**src/rtl/fetch_seq.sv**
```systemverilog
// -----------------------------------------------------------------------------
// fetch_seq -- fetch-stage sequencer
//
// Sits between the instruction memory, the PC register and the F/D pipeline
// register. It runs the imem req/ack handshake, advances the PC, writes the
// fetched word into F/D, and parks that word in a holding buffer while decode
// stalls. It applies branch/jump redirects with an F/D flush. A request that
// waits too long for its ack raises a sticky error and freezes the
// sequencer until reset.
//
// Ports
//   clk            in   1   clock, all state updates on the rising edge
//   reset_n        in   1   synchronous active-low reset
//   pc_i           in   32  current PC register value
//   pc_wren_o      out  1   PC register write enable
//   pc_jmp_to_o    out  32  value written into the PC register
//   imem_req_o     out  1   instruction fetch request
//   imem_addr_o    out  32  instruction fetch address
//   imem_ack_i     in   1   fetch complete, imem_rdata_i valid this cycle
//   imem_rdata_i   in   32  fetched instruction word
//   stall_i        in   1   decode cannot accept new F/D contents
//   redirect_i     in   1   taken branch/jump pulse from execute
//   redirect_pc_i  in   32  redirect target
//   fd_wren_o      out  1   F/D register write enable
//   fd_ins_o       out  32  instruction written into F/D
//   fd_next_pc_o   out  32  next_pc written into F/D
//   fetch_err_o    out  1   sticky fetch timeout flag
// -----------------------------------------------------------------------------
module fetch_seq #(
  parameter logic [31:0] NOP_INSN = 32'h0000_0000,
  parameter logic [31:0] PC_STEP  = 32'd4,
  parameter logic [7:0]  TIMEOUT  = 8'd255
) (
  input  logic        clk,
  input  logic        reset_n,
  input  logic [31:0] pc_i,
  output logic        pc_wren_o,
  output logic [31:0] pc_jmp_to_o,
  output logic        imem_req_o,
  output logic [31:0] imem_addr_o,
  input  logic        imem_ack_i,
  input  logic [31:0] imem_rdata_i,
  input  logic        stall_i,
  input  logic        redirect_i,
  input  logic [31:0] redirect_pc_i,
  output logic        fd_wren_o,
  output logic [31:0] fd_ins_o,
  output logic [31:0] fd_next_pc_o,
  output logic        fetch_err_o
);

  typedef enum logic [2:0] {
    IDLE  = 3'd0,
    REQ   = 3'd1,
    HOLD  = 3'd2,
    DRAIN = 3'd3,
    ERR   = 3'd4
  } state_t;

  // Sequential PC increment; the 32-bit sum wraps naturally at 2^32.
  function automatic logic [31:0] pc_inc(input logic [31:0] pc);
    return pc + PC_STEP;
  endfunction

  // Saturating increment for the 8-bit wait counter.
  function automatic logic [7:0] tmo_sat_inc(input logic [7:0] cnt);
    return (cnt == 8'hFF) ? cnt : (cnt + 8'd1);
  endfunction

  state_t      state_q, state_d;
  logic [31:0] hold_ins_q, hold_ins_d;
  logic [31:0] hold_npc_q, hold_npc_d;
  logic [31:0] drain_addr_q, drain_addr_d;
  logic [7:0]  tmo_cnt_q, tmo_cnt_d;
  logic        fetch_err_q, fetch_err_d;

  logic        pc_wren_s;
  logic [31:0] pc_jmp_to_s;
  logic        imem_req_s;
  logic [31:0] imem_addr_s;
  logic        fd_wren_s;
  logic [31:0] fd_ins_s;
  logic [31:0] fd_next_pc_s;
  logic [31:0] npc_s;
  logic        tmo_expired_s;

  assign npc_s         = pc_inc(pc_i);
  assign tmo_expired_s = (TIMEOUT != 8'd0) && (tmo_cnt_q == TIMEOUT);

  // Next-state and output decode for the fetch FSM.
  always_comb begin
    state_d      = state_q;
    hold_ins_d   = hold_ins_q;
    hold_npc_d   = hold_npc_q;
    drain_addr_d = drain_addr_q;
    tmo_cnt_d    = tmo_cnt_q;
    fetch_err_d  = fetch_err_q;
    pc_wren_s    = 1'b0;
    pc_jmp_to_s  = 32'h0000_0000;
    imem_req_s   = 1'b0;
    imem_addr_s  = 32'h0000_0000;
    fd_wren_s    = 1'b0;
    fd_ins_s     = 32'h0000_0000;
    fd_next_pc_s = 32'h0000_0000;

    // A redirect always wins over stall and ack, except once in ERR.
    if (redirect_i && (state_q != ERR)) begin
      pc_wren_s    = 1'b1;
      pc_jmp_to_s  = redirect_pc_i;
      fd_wren_s    = 1'b1;
      fd_ins_s     = NOP_INSN;
      fd_next_pc_s = 32'h0000_0000;
    end else begin
      fd_wren_s    = 1'b0;
    end

    case (state_q)
      IDLE: begin
        tmo_cnt_d = 8'd0;
        state_d   = REQ;
      end

      REQ: begin
        imem_req_s  = 1'b1;
        imem_addr_s = pc_i;
        if (redirect_i) begin
          tmo_cnt_d = 8'd0;
          if (imem_ack_i) begin
            state_d = REQ;
          end else if (tmo_expired_s) begin
            state_d     = ERR;
            fetch_err_d = 1'b1;
          end else begin
            // The outstanding request must still complete at its own address.
            drain_addr_d = pc_i;
            state_d      = DRAIN;
          end
        end else if (imem_ack_i) begin
          tmo_cnt_d   = 8'd0;
          pc_wren_s   = 1'b1;
          pc_jmp_to_s = npc_s;
          if (stall_i) begin
            hold_ins_d = imem_rdata_i;
            hold_npc_d = npc_s;
            state_d    = HOLD;
          end else begin
            fd_wren_s    = 1'b1;
            fd_ins_s     = imem_rdata_i;
            fd_next_pc_s = npc_s;
            state_d      = REQ;
          end
        end else if (tmo_expired_s) begin
          state_d     = ERR;
          fetch_err_d = 1'b1;
        end else begin
          tmo_cnt_d = tmo_sat_inc(tmo_cnt_q);
        end
      end

      HOLD: begin
        // No request is outstanding here, so any ack is ignored.
        tmo_cnt_d = 8'd0;
        if (redirect_i) begin
          state_d = REQ;
        end else if (!stall_i) begin
          fd_wren_s    = 1'b1;
          fd_ins_s     = hold_ins_q;
          fd_next_pc_s = hold_npc_q;
          state_d      = REQ;
        end else begin
          state_d = HOLD;
        end
      end

      DRAIN: begin
        // Finish the abandoned request; its data is discarded.
        imem_req_s  = 1'b1;
        imem_addr_s = drain_addr_q;
        if (imem_ack_i) begin
          tmo_cnt_d = 8'd0;
          state_d   = REQ;
        end else if (tmo_expired_s) begin
          state_d     = ERR;
          fetch_err_d = 1'b1;
        end else begin
          tmo_cnt_d = tmo_sat_inc(tmo_cnt_q);
        end
      end

      ERR: begin
        fetch_err_d = 1'b1;
        state_d     = ERR;
      end

      default: begin
        state_d = IDLE;
      end
    endcase
  end

  // State and datapath registers with synchronous active-low reset.
  always_ff @(posedge clk) begin
    if (!reset_n) begin
      state_q      <= IDLE;
      hold_ins_q   <= 32'h0000_0000;
      hold_npc_q   <= 32'h0000_0000;
      drain_addr_q <= 32'h0000_0000;
      tmo_cnt_q    <= 8'd0;
      fetch_err_q  <= 1'b0;
    end else begin
      state_q      <= state_d;
      hold_ins_q   <= hold_ins_d;
      hold_npc_q   <= hold_npc_d;
      drain_addr_q <= drain_addr_d;
      tmo_cnt_q    <= tmo_cnt_d;
      fetch_err_q  <= fetch_err_d;
    end
  end

  // Enables and request are forced low for as long as reset is asserted.
  assign pc_wren_o    = reset_n & pc_wren_s;
  assign imem_req_o   = reset_n & imem_req_s;
  assign fd_wren_o    = reset_n & fd_wren_s;
  assign pc_jmp_to_o  = pc_jmp_to_s;
  assign imem_addr_o  = imem_addr_s;
  assign fd_ins_o     = fd_ins_s;
  assign fd_next_pc_o = fd_next_pc_s;
  assign fetch_err_o  = fetch_err_q;

endmodule
```
**config.mk**
```make
export PLATFORM = sky130hd
export DESIGN_NAME = fetch_seq
export DESIGN_NICKNAME = d
export VERILOG_FILES = /design/src/rtl/fetch_seq.sv
export SDC_FILE = /design/constraint.sdc
export NUM_CORES = 1
export LEC_CHECK = 0
export ABC_AREA = 1
export CAP_MARGIN = 25
export CORE_ASPECT_RATIO = 0.5
export CORE_MARGIN = 5
export CORE_UTILIZATION = 41
export CTS_CLUSTER_SIZE = 20
export DETAILED_ROUTE_END_ITERATION = 8
export GPL_TIMING_DRIVEN = 0
export PLACE_DENSITY = 0.8
export SLEW_MARGIN = 25
export SYNTH_ARGS = -nofsm -noshare
export SYNTH_HDL_FRONTEND = slang
export SYNTH_SLANG_ARGS = --single-unit
```
**constraint.sdc**
```tcl
create_clock -name clk -period 1.6 [get_ports clk]
set_clock_uncertainty 0.05 [all_clocks]
set_input_delay 0.24 -clock clk [delete_from_list [all_inputs] [get_ports clk]]
set_output_delay 0.24 -clock clk [all_outputs]
set_load 0.01 [all_outputs]
```
== Yosys cells after proc, flatten, opt, wreduce, memory -nomap -nowiden ==
Index checks and enable logic that the tools add are counted.

* Add/sub/neg operators: 2
* Equality and inequality tests: 8
* Mux-type cells: 43
* Bitwise logic cells: 6
* Reductions and logical operators: 9

{| class="wikitable"
|+ Operators with widths
! cell !! count
|-
| two-way mux 32 bit || 14
|-
| one-hot mux 32 bit (2 select lines) || 3
|-
| adder 32 x 3 -> 32 bit (second input constant) || 1
|-
| two-way mux 8 bit || 3
|-
| one-hot mux 8 bit (3 select lines) || 1
|-
| two-way mux 3 bit || 6
|-
| one-hot mux 3 bit (5 select lines) || 1
|-
| two-way mux 1 bit || 11
|-
| adder 8 x 1 -> 8 bit (second input constant) || 1
|-
| == test 8 bit (second input constant) || 1
|-
| AND reduction 4 bit || 2
|-
| == test 3 x 2 -> 1 bit (second input constant) || 2
|-
| two-way mux 2 bit || 2
|-
| one-hot mux 1 bit (2 select lines) || 2
|-
| OR reduction 2 bit || 2
|-
| bitwise AND 1 bit || 3
|-
| == test 3 x 1 -> 1 bit (second input constant) || 1
|-
| == test 3 bit (second input constant) || 1
|-
| zero test 3 bit || 1
|-
| != test 3 bit (second input constant) || 1
|-
| inverter 1 bit || 3
|-
| AND reduction 3 bit || 1
|-
| nonzero test 3 bit || 1
|-
| != test 2 x 1 -> 1 bit (second input constant) || 1
|-
| 3 further kinds || 3
|}

* Bits in registers: 108
* Bits of input ports: 101
* Output and inout port bits: 132
* Word-level logic and storage cells: 74

== Longest topological paths before layout ==
* Depth after elaboration: 8
* Gate-level depth with buffers: 11
* Depth with buffers taken out: 11

== Least setup slack after synthesis ==
Ideal clock, no wire load.

* Path kind: register -> output
* Start point: register state_q[0]
* End point: output port fd_next_pc_o[10]
* Arrival time: 1.413 ns
* Data required time: 1.310 ns
* Setup slack: -0.103 ns
* Cell stages (with the launch flop): 8
* Path buffers: 1
* Path through: dfxtp_1 inv_2 nor2_4 nand4_4 nor2_2 buf_2 inv_1 o21ai_0

* Cells in the longest elaborated chain, start to end: 2
* Elaborated cells between the ends (all ways): 3
* Classes of those cells: eq/ne (2); mux (1)

{| class="wikitable"
|+ Ends and longest elaborated chain
! item !! RTL line !! text
|-
| start, declared || 70 || <nowiki>state_t state_q, state_d;</nowiki>
|-
| start signal, assigned || 211 || <nowiki>state_q <= state_d;</nowiki>
|-
| == test 3 x 2 -> 1 bit / == test 3 x 1 -> 1 bit (equally long branches) || 117 || <nowiki>case (state_q)</nowiki>
|-
| one-hot mux 32 bit (2 select lines) (*) || 117 ||
|-
| end, declared || 48 || <nowiki>output logic [31:0] fd_next_pc_o,</nowiki>
|}

Every way passes the cells marked *; elsewhere a longest branch is shown, timed or not.

== Worst setup path after layout ==
* Start point: register state_q[0]
* End point: output port fd_ins_o[3]

* Cells in the longest elaborated chain, start to end: 2
* Elaborated cells between the ends (all ways): 3
* Classes of those cells: eq/ne (2); mux (1)

{| class="wikitable"
|+ Ends and longest elaborated chain
! item !! RTL line !! text
|-
| == test 3 x 2 -> 1 bit / == test 3 x 1 -> 1 bit (equally long branches) || 117 ||
|-
| one-hot mux 32 bit (2 select lines) (*) || 117 ||
|-
| end, declared || 47 || <nowiki>output logic [31:0] fd_ins_o,</nowiki>
|}

Marked as above.

==> run summary <==
status: finished, violations left
failing checks: negative setup slack
Die Y: 99.2 um
antenna violations before repair: 0
Worst Max-Slew Pin Slew: 0.837 ns
Synth Area per Inst: 5.99 um^2
core area: 15500 um^2
Starting Density: 42.1%
initial drt markers: 1447
min-delay worst type: input pin to flop
RSZ-0062 raised after global routing: yes
Final Hold Viols: 0
All-Layer GR Usage: 31.6%
clock-pin slew on the worst setup and hold paths: 0.08 ns
post-synthesis sequential area ratio: 33.2%
clk sink count: 108
Die Area: 18700 um^2
drt first pass iters: 8
clk_lat worst skew: 0.38 ns
# fillers: 918
Final period util: 152%
synth unique cells: 31
design area: 12400 um^2
Post-Route WL: 39000 um
Sum Neg Setup Slack: -116.16 ns
Leak: 0.00570 uW
pwr dens: 716 nW/um^2
Post-DP HPWL: 21400 um
metal2 WL: 17800 um
first-pass GRT wire length: 46800 um
type of origin of the critical path: flop
max-cap violations: 0
WL met3: 4890 um
WL met1: 13600 um
grt total ovfl: 0
worst-path fanout max: 5
drt drc: 0
Final Max Slew Viols: 0
TritonCTS buffer count: 9
vias per cell: 6.11
placed cell count: 1523
Die X: 188 um
GP Congestion: 0.997
vias in the first global route: 8556
clock buffer depth: 2
Cells after Synth: 1088
type of the worst setup path: flop to output pin
IO buf count: 231
register bit total from synthesis: 108
sequential cell area: 2180 um^2
Max Used Layer: met4
Antenna Diode Count: 0
Worst Path Required: 1.31 ns
Antenna Nets Post-Route: 0
syn_nets: 1191
Nets: 1544
io pins: 233
std cell rows: 32
FMAX: 410 MHz
root buffer cell: clkbuf_16
Cell Area, Synth: 6520 um^2
slew margin rel.: 44.2%
CTS tree: built
share of cells above drive strength 1: 42.8%
Ys Warns: 0
post-route minimum period: 2.44 ns
wire per inst: 23.7 um
area grow syn2layout: 90.0%
Via Count: 10100
final number of setup-violating endpoints: 233
Crit path arrival time: 2.15 ns
Cell Area, Placed: 9110 um^2
H-tree level count: 3
final setup margin: -0.839 ns
hold_buf cts: 0
largest net degree at the start of global routing: 19
maximum vdd ir drop: 0.592 mV
CP endpoint kind: output pin
area of the multi-input gates: 5110 um^2
Final Non-Filler Cells: 1649
==> final timing paths <==
check / from / to / slack [ns] / cells past startpoint
worst max-delay path: state_q[0] / fd_ins_o[3] / -0.84 / 10
worst min-delay path: pc_i[6] / drain_addr_q[6] / 0.16 / 3
worst max register to register: state_q[0] / hold_npc_q[16] / -0.66 / 13
worst min register to register: tmo_cnt_q[3] / tmo_cnt_q[3] / 0.45 / 2
==> timing repair <==
item                                    CTS  global route
setup buffers                            35            52
pin swaps                                37            93
gates cloned                             16            19
gates resized for setup                 721           593
endpoints found under the setup margin  230           240
==> kinds of logic after synthesis <==
group                    share of synthesized area [%]
buffers and inverters                             10.9
flip-flops                                        33.2
AND/OR/NAND/NOR                                   34.7
XOR/XNOR                                          1.08
AO/OA/AOI/OAI                                     19.9
adder cells (fa/ha/maj)                          0.384
==> flip-flops by register name, summed over array words and instances, names as in the netlist <==
| register | flops |
|---|---|
| hold_npc_q | 32 |
| fetch_err_o | 1 |
| hold_ins_q | 32 |
| drain_addr_q | 32 |
| state_q | 3 |
| tmo_cnt_q | 8 |
==> report_power, final <==
group / internal, uW / switching (uW) / total (uW)
Clock: 1070 / 1210 / 2280
Combinational: 1590 / 2040 / 3630
Sequential: 2850 / 103 / 2950
==> per-stage QoR <==
stage | hold WS (ns) | util (%) | setup slack (ns) | total power [uW]
after global routing | 0.174 | 79.9 | -0.872 | 9090
final | 0.165 | 79.9 | -0.839 | 8860
after global placement | 0.390 | 58.8 | -1.63 | 5170
after detailed placement | 0.403 | 58.8 | -1.66 | 5210
after floorplan | 0.289 | - | -0.0288 | 4020
after CTS | 0.213 | 66.7 | -0.786 | 7720
==> synth_stat cells <==
| library cell | n | area share (%) |
|---|---|---|
| dfxtp_1 | 108 | 33 |
| buf_4 | 2 | 0.23 |
| o22ai_1 | 30 | 2.9 |
| o211ai_1 | 1 | 0.12 |
| buf_2 | 19 | 1.5 |
| a22o_1 | 32 | 4.3 |
| inv_1 | 118 | 6.8 |
| nand4_1 | 2 | 0.19 |
| nand2_2 | 1 | 0.096 |
| nand2b_1 | 1 | 0.096 |
| nand4_4 | 1 | 0.33 |
| nand3_4 | 1 | 0.27 |
| a21oi_1 | 31 | 2.4 |
| nor2_2 | 2 | 0.19 |
| o31ai_1 | 3 | 0.35 |
| buf_1 | 4 | 0.23 |
| clkbuf_2 | 4 | 0.31 |
| inv_2 | 6 | 0.35 |
| nand2_1 | 312 | 18 |
| o21ai_1 | 9 | 0.69 |
| o21ai_0 | 110 | 8.4 |
| nand3_1 | 43 | 3.3 |
| nand3b_1 | 1 | 0.12 |
| ha_1 | 2 | 0.38 |
| o21bai_1 | 1 | 0.12 |
| nor2_1 | 200 | 12 |
| nor2_4 | 2 | 0.35 |
| a211oi_1 | 5 | 0.58 |
| xor2_1 | 8 | 1.1 |
| clkbuf_1 | 26 | 1.5 |
| nor3_1 | 3 | 0.23 |
==> area by class of cell <==
class / count / area share, %
clock buffers: 9 / 1.82
well taps: 204 / 2.06
multi-input cells: 803 / 41.3
plain buffers: 53 / 5.84
clock inverters: 6 / 0.404
repair buffers: 342 / 26.8
inverters: 124 / 4.19
flip-flops and latches: 108 / 17.6
==> layer usage <==
metal  up-vias  track usage, %
met5         -               0
met3       287            9.26
met2       906            51.9
met4         0            11.5
li1       4190               -
met1      4686            39.9
==> placed cells by master (no fill, tap or decap), drive strengths merged <==
cell type | Yosys | final
a211oi | 5 | 5
a21oi | 31 | 31
a22o | 32 | 32
buf | 25 | 260
clkbuf | 30 | 53
clkdlybuf4s15 | 0 | 2
clkdlybuf4s50 | 0 | 67
clkinv | 0 | 4
clkinvlp | 0 | 2
dfxtp | 108 | 108
dlygate4sd2 | 0 | 12
dlymetal6s2s | 0 | 10
ha | 2 | 2
inv | 124 | 124
nand2 | 313 | 313
nand2b | 1 | 1
nand3 | 44 | 46
nand3b | 1 | 1
nand4 | 3 | 3
nor2 | 204 | 204
nor3 | 3 | 3
o211ai | 1 | 1
o21ai | 119 | 119
o21bai | 1 | 1
o22ai | 30 | 30
o31ai | 3 | 3
xor2 | 8 | 8
==> worst max-delay path, cell delays in order, from the launching register on <==
cell and delay [ns]:
dfxtp_2 0.36, inv_4 0.04, nor2_4 0.16, nand4_4 0.22, nor2_4 0.19, buf_12 0.14
buf_4 0.14, clkbuf_8 0.14, buf_4 0.11, a22o_1 0.14, buf_6 0.11
(Power assumes the default switching activity.)
